<file path="config.mk">
export PLATFORM = sky130hd
export DESIGN_NAME = i_fetch_unit
export DESIGN_NICKNAME = d
export VERILOG_FILES = /design/src/rtl/fetch_pkg.sv /design/src/rtl/fetch_fifo.sv /design/src/rtl/i_fetch_unit.sv
export SDC_FILE = /design/constraint.sdc
export NUM_CORES = 1
export LEC_CHECK = 0
export BUFFER_PORTS_ARGS = -buffer_cell sky130_fd_sc_hd__buf_2
export CELL_PAD_IN_SITES_DETAIL_PLACEMENT = 2
export CELL_PAD_IN_SITES_GLOBAL_PLACEMENT = 2
export CORE_ASPECT_RATIO = 0.6
export CORE_MARGIN = 10
export CORE_UTILIZATION = 36
export DETAILED_ROUTE_END_ITERATION = 12
export GPL_TIMING_DRIVEN = 0
export HOLD_SLACK_MARGIN = 0.05
export PLACE_DENSITY = 0.86
export SYNTH_ARGS = -nofsm -noshare
export SYNTH_HDL_FRONTEND = slang
export SYNTH_SLANG_ARGS = --single-unit
</file>
<file path="constraint.sdc">
create_clock -name clock -period 6.7 [get_ports clock]
set_input_delay 2.01 -clock clock [delete_from_list [all_inputs] [get_ports clock]]
set_output_delay 2.01 -clock clock [all_outputs]
set_load 0.02 [all_outputs]
</file>
<file path="src/rtl/fetch_pkg.sv">
// fetch_pkg: shared types and width defaults for the instruction fetch unit.
// Holds the fetch FSM state encoding and the layout of one buffered entry.
package fetch_pkg;

  localparam int ADD_W  = 12;
  localparam int DATA_W = 32;
  localparam int CNT_W  = 16;

  typedef enum logic [0:0] {
    IDLE = 1'b0,
    REQ  = 1'b1
  } fetch_state_t;

  // One buffered instruction; the fifo stores it as {pc, data}.
  typedef struct packed {
    logic [ADD_W-1:0]  pc;
    logic [DATA_W-1:0] data;
  } fetch_entry_t;

endpackage

</file>
<file path="src/rtl/fetch_fifo.sv">
// fetch_fifo: synchronous FIFO, async reset, sync flush, no bypass.
// Ports: push/wdata in, pop/rdata out, flush clears, full/empty/count status.
module fetch_fifo #(
  parameter int WIDTH = 44,
  parameter int DEPTH = 2
) (
  input  logic                   clock,
  input  logic                   reset,
  input  logic                   flush,
  input  logic                   push,
  input  logic [WIDTH-1:0]       wdata,
  input  logic                   pop,
  output logic [WIDTH-1:0]       rdata,
  output logic                   full,
  output logic                   empty,
  output logic [$clog2(DEPTH):0] count
);

  localparam int AW = $clog2(DEPTH);
  localparam logic [AW:0] ONE  = (AW+1)'(1);
  localparam logic [AW:0] FULL = (AW+1)'(DEPTH);

  logic [WIDTH-1:0] mem [DEPTH];
  logic [AW:0]      wr_ptr;
  logic [AW:0]      rd_ptr;
  logic             do_push;
  logic             do_pop;

  // Pointers carry one extra wrap bit so full and empty differ.
  assign count = wr_ptr - rd_ptr;
  assign empty = (count == '0);
  assign full  = (count == FULL);

  assign do_pop  = pop & ~empty;
  assign do_push = push & (~full | do_pop);

  assign rdata = mem[rd_ptr[AW-1:0]];

  always_ff @(posedge clock or posedge reset) begin
    if (reset) begin
      wr_ptr <= '0;
      rd_ptr <= '0;
      for (int i = 0; i < DEPTH; i++) begin
        mem[i] <= '0;
      end
    end else if (flush) begin
      wr_ptr <= '0;
      rd_ptr <= '0;
    end else begin
      if (do_push) begin
        mem[wr_ptr[AW-1:0]] <= wdata;
        wr_ptr <= wr_ptr + ONE;
      end
      if (do_pop) begin
        rd_ptr <= rd_ptr + ONE;
      end
    end
  end

endmodule

</file>
<file path="src/rtl/i_fetch_unit.sv">
// i_fetch_unit: sequential fetch requester for the i_cache CPU port.
// Ports: enable/redirect control, cpu_* cache port (read only),
// inst_* valid/ready output to decode, hit/miss statistics.
module i_fetch_unit
  import fetch_pkg::*;
#(
  parameter int                   ADD_WIDTH  = ADD_W,
  parameter int                   DATA_WIDTH = DATA_W,
  parameter logic [ADD_WIDTH-1:0] RESET_PC   = '0,
  parameter int                   HIT_WAIT   = 1,
  parameter int                   FIFO_DEPTH = 2,
  parameter int                   CNT_WIDTH  = CNT_W
) (
  input  logic                  clock,
  input  logic                  reset,
  input  logic                  enable,
  input  logic                  redirect_valid,
  input  logic [ADD_WIDTH-1:0]  redirect_pc,
  output logic [ADD_WIDTH-1:0]  cpu_add,
  output logic                  cpu_ren,
  output logic                  cpu_wen,
  output logic [DATA_WIDTH-1:0] cpu_data_in,
  input  logic                  hit_miss,
  input  logic [DATA_WIDTH-1:0] cpu_data_out,
  output logic                  inst_valid,
  input  logic                  inst_ready,
  output logic [DATA_WIDTH-1:0] inst_data,
  output logic [ADD_WIDTH-1:0]  inst_pc,
  output logic [CNT_WIDTH-1:0]  hit_count,
  output logic [CNT_WIDTH-1:0]  miss_count
);

  localparam int CW = $clog2(FIFO_DEPTH) + 1;
  localparam int WW = $clog2(HIT_WAIT + 2);
  localparam int EW = ADD_WIDTH + DATA_WIDTH;

  // wait_cnt == HW marks the first qualified sample; HW1 means counted.
  localparam logic [WW-1:0] HW  = WW'(HIT_WAIT);
  localparam logic [WW-1:0] HW1 = WW'(HIT_WAIT + 1);

  fetch_state_t         state;
  fetch_state_t         state_nx;
  logic [ADD_WIDTH-1:0] pc;
  logic [ADD_WIDTH-1:0] pend_pc;
  logic [ADD_WIDTH-1:0] next_pc;
  logic                 pend_valid;
  logic [WW-1:0]        wait_cnt;
  logic [CW-1:0]        fifo_count;
  logic                 fifo_full;
  logic                 fifo_empty;
  logic [EW-1:0]        fifo_rdata;
  logic                 pop;
  logic                 push;
  logic                 qual;
  logic                 first;
  logic                 done;
  logic                 drop;
  logic                 room_idle;
  logic                 room_done;
  int                   occ_done;

  assign cpu_wen     = 1'b0;
  assign cpu_data_in = '0;

  // pc only moves in IDLE or at completion, so the address is stable
  // for the whole life of a request.
  assign cpu_add = pc;
  assign cpu_ren = (state == REQ);

  assign pop   = inst_valid & inst_ready;
  assign qual  = (state == REQ) && (wait_cnt >= HW);
  assign first = (state == REQ) && (wait_cnt == HW);
  assign done  = qual & hit_miss;
  assign drop  = pend_valid | redirect_valid;
  assign push  = done & ~drop;

  // A redirect flushes the buffer, so room is guaranteed that cycle.
  assign room_idle = redirect_valid | ~fifo_full | pop;

  always_comb begin
    occ_done  = int'(fifo_count) - int'(pop) + int'(push);
    room_done = redirect_valid || (occ_done < FIFO_DEPTH);
  end

  always_comb begin
    next_pc = pc + ADD_WIDTH'(1);
    if (redirect_valid) begin
      next_pc = redirect_pc;
    end else if (pend_valid) begin
      next_pc = pend_pc;
    end
  end

  always_comb begin
    state_nx = state;
    unique case (state)
      IDLE: begin
        if (enable && room_idle) begin
          state_nx = REQ;
        end
      end
      REQ: begin
        if (done && !(enable && room_done)) begin
          state_nx = IDLE;
        end
      end
      default: state_nx = IDLE;
    endcase
  end

  always_ff @(posedge clock or posedge reset) begin
    if (reset) begin
      state <= IDLE;
    end else begin
      state <= state_nx;
    end
  end

  always_ff @(posedge clock or posedge reset) begin
    if (reset) begin
      pc         <= RESET_PC;
      pend_pc    <= '0;
      pend_valid <= 1'b0;
      wait_cnt   <= '0;
    end else if (state == IDLE) begin
      wait_cnt <= '0;
      if (redirect_valid) begin
        pc <= redirect_pc;
      end
    end else if (done) begin
      pc         <= next_pc;
      pend_valid <= 1'b0;
      wait_cnt   <= '0;
    end else begin
      // Mid-request redirects are parked; the last one wins.
      if (redirect_valid) begin
        pend_valid <= 1'b1;
        pend_pc    <= redirect_pc;
      end
      if (wait_cnt != HW1) begin
        wait_cnt <= wait_cnt + WW'(1);
      end
    end
  end

  always_ff @(posedge clock or posedge reset) begin
    if (reset) begin
      hit_count  <= '0;
      miss_count <= '0;
    end else if (first) begin
      if (hit_miss) begin
        if (hit_count != '1) begin
          hit_count <= hit_count + CNT_WIDTH'(1);
        end
      end else begin
        if (miss_count != '1) begin
          miss_count <= miss_count + CNT_WIDTH'(1);
        end
      end
    end
  end

  fetch_fifo #(
    .WIDTH (EW),
    .DEPTH (FIFO_DEPTH)
  ) u_fifo (
    .clock (clock),
    .reset (reset),
    .flush (redirect_valid),
    .push  (push),
    .wdata ({pc, cpu_data_out}),
    .pop   (pop),
    .rdata (fifo_rdata),
    .full  (fifo_full),
    .empty (fifo_empty),
    .count (fifo_count)
  );

  assign inst_valid         = ~fifo_empty;
  assign {inst_pc, inst_data} = fifo_rdata;

endmodule
</file>
==> results of run 1 <==
[registers in the layout, indices dropped and copies added, names as in the netlist]
| name | flops |
|---|---|
| u_fifo.mem | 88 |
| pend_pc | 12 |
| u_fifo.wr_ptr | 2 |
| miss_count | 16 |
| hit_count | 16 |
| cpu_ren | 1 |
| u_fifo.rd_ptr | 2 |
| wait_cnt | 2 |
| pend_valid | 1 |
| cpu_add | 12 |
[synthesized netlist by cell type (all sizes together), types with 8 or more instances]
library cell,count,area share
a21oi,15,0.0099
and4,9,0.010
buf,47,0.047
clkbuf,17,0.0084
dfrtp,152,0.50
ha,8,0.013
inv,14,0.0069
mux2,144,0.23
nand2,21,0.010
nand3,18,0.012
nand4,16,0.013
nor2,17,0.0084
nor3,9,0.0074
nor4,11,0.0091
xnor2,16,0.018
xor2,26,0.030
[stage by stage]
stage               utilization  worst slack (ns)  power [mW]
CTS                       0.453              2.02        4.32
global placement          0.419             -1.46        3.09
finish                    0.453              2.08        4.27
global route              0.453              1.93        4.54
detailed placement        0.421              2.49        3.18
floorplan                     -             0.597        2.60
[per-layer routing]
layer,vias up,track usage
li1,2487,-
met1,2831,0.222
met2,101,0.286
met3,17,0.0411
met4,0,0.0384
met5,-,0
[worst reg2reg max path: stages, from the launching register on]
cell and delay, ns:
dfrtp_1 0.42, inv_1 0.08, ha_1 0.34, a21oi_1 0.25, ha_1 0.27, or3_1 0.36, fa_1 0.37, a21o_1 0.18
a22o_1 0.17
[layout make-up]
class / instances / area [sq um] / share of cell area
buffer: 64 / 420 / 0.0445
timing repair buffer: 138 / 713 / 0.0755
tap: 279 / 349 / 0.0369
inverter: 14 / 60.1 / 0.00635
clock buffer: 23 / 498 / 0.0527
sequential: 152 / 3800 / 0.402
multi-input combinational: 412 / 3440 / 0.364
clock inverter: 8 / 165 / 0.0175
[logic make-up (layout without fill, tap and decap cells)]
logic type	Yosys count	in the layout
compound gates	55	55
xor+xnor	42	42
fa+ha+maj	9	9
buf+inv	78	247
flops	152	152
mux	149	149
other cells	1	33
simple gates	124	124
[power by group]
group,total [mW],switching [mW],internal (mW)
sequential,1.51,0.266,1.25
clock,1.09,0.386,0.707
combinational,1.66,0.934,0.726
total,4.27,1.59,2.68
[how the worst max path moves through the flow]
stage,end,start,slack (ns)
3_3_place_gp,u_fifo.mem[47],reset,-1.46
3_5_place_dp,inst_pc[4],u_fifo.rd_ptr[0],2.49
4_1_cts,inst_pc[4],u_fifo.rd_ptr[0],2.02
5_1_grt,inst_pc[4],u_fifo.rd_ptr[0],1.93
2_1_floorplan,cpu_add[0],reset,0.60
6_report,inst_pc[4],u_fifo.rd_ptr[0],2.08
==> flow_summary.json, run 1 <==
{
  "worstMarginPinSlew_ns": 0.794,
  "fin_crit_sh": 0.690,
  "synth_compound_area_frac": 0.0484,
  "rsz0062_at_grt": "false",
  "design_area_sq_um": 9450,
  "start_util": 0.364,
  "highest_layer": "met4",
  "post_cts_resized": 0,
  "worstPathCellList": "clkbuf_1 -> clkbuf_1 -> mux2_2 -> buf_2",
  "wirelength_microns": 23300,
  "hold_start": "u_fifo.mem[36]",
  "cpPeakStageDelay_ns": 0.63,
  "cts_num_sinks": 152,
  "synth_cell_types": 53,
  "timing.final.hold_violations": 0,
  "gr-total-overflow": 0,
  "path_max_fanout": 10,
  "status": "finished clean",
  "tns_ns": 0,
  "pin_count": 173,
  "drive_gt1_frac": 0.444,
  "instances_no_fill": 1090,
  "finalClockSkew_ns": 0.00962,
  "design.die.area_sq_um": 27500,
  "row_count": 41,
  "vdd_ir_drop_max_mv": 0.225,
  "max-slew-margin-rel": 0.471,
  "cts_hold_buf": 0,
  "ys_ff_latch": 152,
  "fill_cells": 2150,
  "grt_pass1_vias": 6350,
  "min_delay_path_depth": 2,
  "synth_cells": 610,
  "dp_hpwl_microns": 16800,
  "mostFrequentLayoutCells": "dfrtp_1, buf_2, mux2_2",
  "max_freq_mhz": 216,
  "firstDrtPassIters": 4,
  "path_class": "flip-flop to output pin",
  "dpl-instance-area_sq_um": 8790,
  "met1Wirelength_microns": 10700,
  "ys_async_sr_fraction": 1.00,
  "cts_htree_levels": 4,
  "critPathLaunchType": "flip-flop",
  "r2r-end": "cpu_ren",
  "required_ns": 4.69,
  "place_inst": 1059,
  "ant_nets": 0,
  "grt_max_degree": 126,
  "fin_hold_ws_ns": 0.487,
  "first_iter_violations": 243,
  "fin_crit_ns": 4.62,
  "power_density_nw_per_um2": 451,
  "synth_area_per_cell_sq_um": 12.5,
  "syn_to_final_growth_pct": 24.4,
  "die_h_microns": 133,
  "dr_total_vias": 5436,
  "clockRootBuffer": "clkbuf_16",
  "io_buffers": 137,
  "min_to": "u_fifo.mem[36]",
  "arrival_ns": 2.61,
  "crit_path_top_delay_cell": "clkbuf_1",
  "final_net_count": 858,
  "antenna_found_initial": 0,
  "slew_violations": 0,
  "crit_family": "buffers and inverters",
  "place_congestion": 0.750,
  "viasPerCell": 4.99,
  "min_path_type": "flip-flop to flip-flop",
  "yosys-mux-area-fraction": 0.232,
  "path_buf_inv": 3,
  "rr_startpoint": "u_fifo.wr_ptr[0]",
  "wl_per_cell_microns": 21.3,
  "grt_usage": 0.172,
  "drc_errors": 0,
  "regToRegSetupSlack_ns": 4.14,
  "crit_path_frequent_cell": "clkbuf_1",
  "grt_pass1_wl_microns": 37900,
  "synth_xor_area_frac": 0.0484,
  "synth_adder_area_share": 0.0158,
  "ys_warn_count": 0,
  "reg2regPathDepth": 8,
  "synth_top_family_by_area": "multiplexers",
  "dr_wl_met3_microns": 1010,
  "clk_pin_slew_ns": 0.06,
  "cp.depth": 4,
  "post-cts-setup-buffers": 0,
  "p_leak_nw": 4.69,
  "cp-end-kind": "output pin",
  "numCtsBuffers": 17,
  "coreArea_sq_um": 20900,
  "ys_seq_area_frac": 0.501,
  "diodes": 0,
  "synth_flop_cell": "dfrtp_1",
  "setup_viol": 0,
  "yosys.area_share.simple": 0.0917,
  "cap_violations": 0,
  "dieWidth_microns": 208,
  "insertion_delay_ns": 0.43,
  "netlist_area_sq_um": 7600,
  "cts_tree": "yes",
  "clk_path_buf_depth": 2,
  "synth_edf_count": 0,
  "final_common_cell": "dfrtp_1",
  "dr_wl_met2_microns": 11400
}
Note: power is estimated with default switching activity, not from simulation.
==> inputs of run 2 (changes only) <==
--- a/config.mk
+++ b/config.mk
@@ -5,12 +5,13 @@
 export SDC_FILE = /design/constraint.sdc
 export NUM_CORES = 1
 export LEC_CHECK = 0
+export ABC_AREA = 1
 export BUFFER_PORTS_ARGS = -buffer_cell sky130_fd_sc_hd__buf_2
 export CELL_PAD_IN_SITES_DETAIL_PLACEMENT = 2
 export CELL_PAD_IN_SITES_GLOBAL_PLACEMENT = 2
 export CORE_ASPECT_RATIO = 0.6
 export CORE_MARGIN = 10
-export CORE_UTILIZATION = 36
+export CORE_UTILIZATION = 31
 export DETAILED_ROUTE_END_ITERATION = 12
 export GPL_TIMING_DRIVEN = 0
 export HOLD_SLACK_MARGIN = 0.05
==> constraint.sdc (replaced) <==
create_clock -name clock -period 4.3 [get_ports clock]
set_input_delay 1.29 -clock clock [delete_from_list [all_inputs] [get_ports clock]]
set_output_delay 1.29 -clock clock [all_outputs]
set_load 0.02 [all_outputs]
==> flow_summary.json, run 2 <==
{
  "status": "finished clean",
  "setup_viol": 0,
  "pre_cts_slack_ns": 1.26,
  "power_density_nw_per_um2": 709,
  "synth_top_family_by_area": "simple AND/OR/NAND/NOR gates",
  "rr_startpoint": "u_fifo.wr_ptr[0]",
  "clk_pin_slew_ns": 0.06,
  "grt_pass1_wl_microns": 47500,
  "numCtsBuffers": 17,
  "syn_to_final_growth_pct": 24.8,
  "p_total_mw": 6.94,
  "p_leak_nw": 5.06,
  "finalClockSkew_ns": 0.00730,
  "synth_flop_cell": "dfrtp_1",
  "post_cts_resized": 0,
  "final_common_cell": "nand2_1",
  "worstMarginPinSlew_ns": 0.741,
  "min_delay_path_depth": 1,
  "path_class": "flip-flop to output pin",
  "fin_crit_sh": 0.825,
  "die_h_microns": 143,
  "max_freq_mhz": 282,
  "ys_warn_count": 0,
  "timing.final.hold_violations": 0,
  "synth_area_leader_cell": "dfrtp_1",
  "drc_errors": 0,
  "cts_hold_buf": 0,
  "vdd_ir_drop_max_mv": 0.303,
  "rsz0062_at_grt": "false",
  "reg2regPathDepth": 11,
  "r2r-end": "cpu_ren",
  "top_register": "u_fifo.mem",
  "yosys-mux-area-fraction": 0.00718,
  "synth_adder_area_share": 0.0153,
  "drive_gt1_frac": 0.212,
  "tns_ns": 0,
  "dpl-instance-area_sq_um": 9140,
  "antenna_found_initial": 1,
  "firstDrtPassIters": 5,
  "synth_compound_area_frac": 0.110,
  "fin_crit_ns": 3.55,
  "min_path_type": "flip-flop to flip-flop",
  "wl_per_cell_microns": 19.4,
  "slew_violations": 0,
  "grt_max_degree": 38,
  "ys_async_sr_fraction": 1.00,
  "synth_xor_area_frac": 0.0257,
  "pin_count": 173,
  "clk_path_buf_depth": 2,
  "ys_seq_area_frac": 0.485,
  "cp-end-kind": "output pin",
  "min_to": "u_fifo.wr_ptr[1]",
  "first_iter_violations": 419,
  "cts_num_sinks": 152,
  "critPathLaunchType": "flip-flop",
  "final_net_count": 1259,
  "post-cts-setup-buffers": 0,
  "setup_slack_ns": 0.754,
  "yosys.area.top_type_share": 0.485,
  "cts_htree_levels": 4,
  "coreArea_sq_um": 24600,
  "synth_area_per_cell_sq_um": 7.79,
  "viasPerCell": 4.83,
  "clockRootBuffer": "clkbuf_16",
  "fin_hold_ws_ns": 0.480,
  "mostFrequentLayoutCells": "nand2_1, dfrtp_1, buf_2",
  "place_congestion": 0.843,
  "ant_nets": 0,
  "io_buffers": 138,
  "cap_violations": 0,
  "design.die.area_sq_um": 32300,
  "grt_usage": 0.186,
  "ys_ff_latch": 152,
  "hold_start": "u_fifo.wr_ptr[1]",
  "yosys-top-cells-count": "nand2_1, dfrtp_1, o21ai_0, inv_1, nor2_1",
  "synth_edf_count": 0,
  "max-slew-margin-rel": 0.505,
  "yosys.area_share.simple": 0.247,
  "fin_util": 0.399,
  "start_util": 0.320,
  "dieWidth_microns": 225,
  "largestRegisters": "u_fifo.mem: 88 flops, hit_count: 16 flops, miss_count: 16 flops",
  "cts_tree": "yes",
  "netlist_area_sq_um": 7850,
  "required_ns": 3.01,
  "place_inst": 1503,
  "design_area_sq_um": 9790,
  "instances_no_fill": 1536,
  "dr_total_vias": 7416,
  "grt_pass1_vias": 8299,
  "arrival_ns": 2.26,
  "regToRegSetupSlack_ns": 1.87,
  "synth.area.top_cells": "dfrtp_1, nand2_1, o21ai_0",
  "path_max_fanout": 10,
  "largest_reg_flops": 88,
  "synth_most_common_cell": "nand2_1",
  "dp_hpwl_microns": 22400,
  "wirelength_microns": 29800,
  "synth_cell_types": 41,
  "gr-total-overflow": 0,
  "synth_cells": 1007,
  "insertion_delay_ns": 0.45,
  "row_count": 44
}
[run 2: cell count changes after synthesis, moves of 11 or more]
cell and change:
nor4_1 -11, o21ai_1 +12, xnor2_1 -13, o21ai_0 +112
nand3_1 +12, mux2_4 -25, inv_1 +89, mux2_2 -114
nor2_1 +35, nand2_1 +331
[run 2: worst max path at each step]
stage                endpoint  cells past startpoint             start  slack, ns
6_report           inst_pc[0]                      5  u_fifo.rd_ptr[0]       0.75
2_1_floorplan      cpu_add[0]                      1             reset       1.09
3_5_place_dp       inst_pc[7]                      5  u_fifo.rd_ptr[0]       1.26
4_1_cts            inst_pc[0]                      5  u_fifo.rd_ptr[0]       0.73
5_1_grt            inst_pc[3]                      5  u_fifo.rd_ptr[0]       0.55
3_3_place_gp   u_fifo.mem[42]                      2             reset      -0.17
[run 2: report_power, final]
part | leakage [nW] | switching, mW | internal (mW) | total (mW)
clock network | 0.315 | 0.659 | 1.04 | 1.70
registers | 1.95 | 0.402 | 1.96 | 2.36
logic | 2.79 | 2.01 | 0.880 | 2.89
total | 5.06 | 3.07 | 3.88 | 6.94
[run 2: cells by family after synthesis]
family,count (synthesis)
multiplexers,5
buffers and inverters,180
AO/OA/AOI/OAI,163
flip-flops,152
other,1
AND/OR/NAND/NOR,474
XOR/XNOR,23
adder cells (fa/ha/maj),9
[run 2: per-layer routing]
metal	global-route usage	vias to the layer above	wire, microns
met5	0	-	0
met4	0.0471	0	357
li1	-	3472	-
met1	0.252	3795	14400
met3	0.0419	21	1160
met2	0.294	128	13900
[run 2: critical path: stages, from the launching register on]
cell      delay, ns
dfrtp_1        0.37
clkbuf_1       0.39
clkbuf_1       0.55
nand2_1        0.13
nand2_1        0.18
buf_2          0.19
[run 2: area by class of cell]
type / count / area, sq um
timing repair buffer: 142 / 771
clock buffer: 18 / 439
sequential: 152 / 3800
clock inverter: 14 / 204
inverter: 109 / 415
multi-input combinational: 707 / 3300
tap: 322 / 403
fill: 2818 / 14800
antenna: 1 / 2.50
buffer: 71 / 450
==> inputs of run 3 (changes only) <==
--- a/config.mk
+++ b/config.mk
@@ -5,17 +5,17 @@
 export SDC_FILE = /design/constraint.sdc
 export NUM_CORES = 1
 export LEC_CHECK = 0
-export ABC_AREA = 1
+export ABC_AREA = 0
 export BUFFER_PORTS_ARGS = -buffer_cell sky130_fd_sc_hd__buf_2
 export CELL_PAD_IN_SITES_DETAIL_PLACEMENT = 2
 export CELL_PAD_IN_SITES_GLOBAL_PLACEMENT = 2
 export CORE_ASPECT_RATIO = 0.6
 export CORE_MARGIN = 10
-export CORE_UTILIZATION = 31
+export CORE_UTILIZATION = 32
 export DETAILED_ROUTE_END_ITERATION = 12
 export GPL_TIMING_DRIVEN = 0
 export HOLD_SLACK_MARGIN = 0.05
-export PLACE_DENSITY = 0.86
+export PLACE_DENSITY = 0.82
 export SYNTH_ARGS = -nofsm -noshare
 export SYNTH_HDL_FRONTEND = slang
 export SYNTH_SLANG_ARGS = --single-unit
==> constraint.sdc (replaced) <==
create_clock -name clock -period 3.2 [get_ports clock]
set_input_delay 0.96 -clock clock [delete_from_list [all_inputs] [get_ports clock]]
set_output_delay 0.96 -clock clock [all_outputs]
set_load 0.02 [all_outputs]
==> flow_summary.json, run 3 (synthesized netlist as in run 1, its figures left out) <==
{
  "min_path_type": "flip-flop to flip-flop",
  "seq_power_share": 0.359,
  "path_buf_inv": 3,
  "power_frac_comb": 0.397,
  "rsz0062_at_grt": "false",
  "max_freq_mhz": 330,
  "clk_pin_slew_ns": 0.06,
  "mostFrequentLayoutCells": "dfrtp_1, buf_2, mux2_2",
  "io_buffers": 137,
  "clk_path_buf_depth": 2,
  "crit_path_top_delay_cell": "mux2_2",
  "worstPathCellList": "clkbuf_2 -> clkbuf_2 -> mux2_2 -> buf_2",
  "pin_count": 173,
  "met3_usage": 0.0435,
  "insertion_delay_ns": 0.43,
  "swShare": 0.380,
  "crit_family": "buffers and inverters",
  "dr_total_vias": 5462,
  "crit_path_frequent_cell": "clkbuf_2",
  "syn_to_final_growth_pct": 25.1,
  "p_leak_nw": 4.69,
  "finalClockSkew_ns": 0.00685,
  "cts_tree": "yes",
  "gr-total-overflow": 0,
  "slew_violations": 0,
  "timing.final.hold_violations": 0,
  "p_total_mw": 8.76,
  "vdd_ir_drop_max_mv": 0.395,
  "fin_crit_ns": 3.03,
  "row_count": 43,
  "antenna_found_initial": 0,
  "dieWidth_microns": 219,
  "die_h_microns": 139,
  "gr-usage-met1": 0.205,
  "largest_reg_flops": 88,
  "wirelength_microns": 23700,
  "ant_nets": 0,
  "dpl-instance-area_sq_um": 8880,
  "status": "finished clean",
  "power_switching_mw": 3.33,
  "grt_usage": 0.157,
  "grt_pass1_vias": 6233,
  "place_inst": 1098,
  "dp_hpwl_microns": 17900,
  "grt_max_degree": 38,
  "final_net_count": 861,
  "cts_hold_buf": 0,
  "path_max_fanout": 10,
  "pwr-share-clk": 0.244,
  "clockRootBuffer": "clkbuf_16",
  "firstDrtPassIters": 6,
  "largestRegisters": "u_fifo.mem: 88 flops, hit_count: 16 flops, miss_count: 16 flops",
  "arrival_ns": 2.07,
  "cpPeakStageDelay_ns": 0.41,
  "final_common_cell": "dfrtp_1",
  "busiest_layer": "met2",
  "setup_viol": 0,
  "coreArea_sq_um": 23200,
  "pre_cts_slack_ns": 0.0896,
  "viasPerCell": 4.83,
  "drive_gt1_frac": 0.454,
  "top_register": "u_fifo.mem",
  "multi_input_area_sq_um": 3440,
  "grt_pass1_wl_microns": 37500,
  "start_util": 0.327,
  "drc_errors": 0,
  "numCtsBuffers": 17,
  "path_class": "flip-flop to output pin",
  "required_ns": 2.24,
  "cap_violations": 0,
  "critPathLaunchType": "flip-flop",
  "power_density_nw_per_um2": 921,
  "fin_hold_ws_ns": 0.486,
  "grtUsageMet2": 0.254,
  "seq_area_sq_um": 3800,
  "wl_per_cell_microns": 20.9,
  "design_area_sq_um": 9510,
  "first_iter_violations": 199,
  "cp-end-kind": "output pin",
  "fill_cells": 2474,
  "design.die.area_sq_um": 30500,
  "instances_no_fill": 1131,
  "cts_htree_levels": 4,
  "place_congestion": 0.744,
  "cts_num_sinks": 152,
  "max-slew-margin-rel": 0.421,
  "fin_crit_sh": 0.948,
  "setup_slack_ns": 0.167,
  "worstMarginPinSlew_ns": 0.866,
  "p_int_mw": 5.43
}
-- run 3: changes by cell type in the layout (fill, tap and decap cells not counted), sizes merged, moves of 15 or more --
cell   delta
inv      -93
nor2     -39
nand3    -15
o21ai   -133
mux2    +139
nand2   -334
-- run 3: what timing repair did --
action / in CTS / in global routing
resized for setup: 5 / 0
setup endpoints to repair: 39 / 0
setup buffers: 0 / 0
-- run 3: cell type report --
type	instances	area share
well taps	315	0.0415
inverters	14	0.00592
repair buffers	141	0.0805
flip-flops and latches	152	0.400
plain buffers	64	0.0449
clock inverters	12	0.0157
multi-input cells	412	0.362
diodes	1	0.000263
clock buffers	20	0.0491
-- run 3: power groups by stage --
stage | Sequential (mW) | Clock [mW] | Combinational [mW]
after detailed placement | 3.16 | 0 | 3.51
after global placement | 3.11 | 0 | 3.38
after global routing | 3.24 | 2.28 | 3.79
after CTS | 3.14 | 2.22 | 3.54
after floorplan | 3.14 | 0 | 2.30
final | 3.14 | 2.14 | 3.47
-- run 3: final timing paths --
check | startpoint | endpoint | slack (ns) | cells after the start
max | u_fifo.rd_ptr[0] | inst_pc[10] | 0.17 | 4
min | miss_count[14] | miss_count[14] | 0.49 | 1
max reg2reg | u_fifo.wr_ptr[0] | cpu_ren | 0.51 | 8
min reg2reg | miss_count[14] | miss_count[14] | 0.49 | 1
max in group asynchronous | reset | u_fifo.mem[16] | 1.82 | 3
min in group asynchronous | reset | pend_pc[2] | 0.71 | 2
-- run 3: worst reg2reg max path, cell delays in order, from the launching register on --
cell     delay, ns
dfrtp_1       0.44
inv_1         0.10
ha_1          0.34
a21oi_1       0.29
ha_1          0.29
or3_1         0.36
fa_1          0.39
a21o_1        0.20
a22o_1        0.17
-- run 3: per-stage QoR --
stage               utilization  TNS, ns
floorplan                     -        0
global placement          0.379  -133.12
detailed placement        0.382        0
CTS                       0.409        0
global route              0.409        0
finish                    0.409        0
-- run 3: layer usage --
layer	up-vias	part of all wire
met4	0	0.0044
met2	91	0.48
met1	2867	0.47
met5	-	0
li1	2497	-
met3	7	0.043
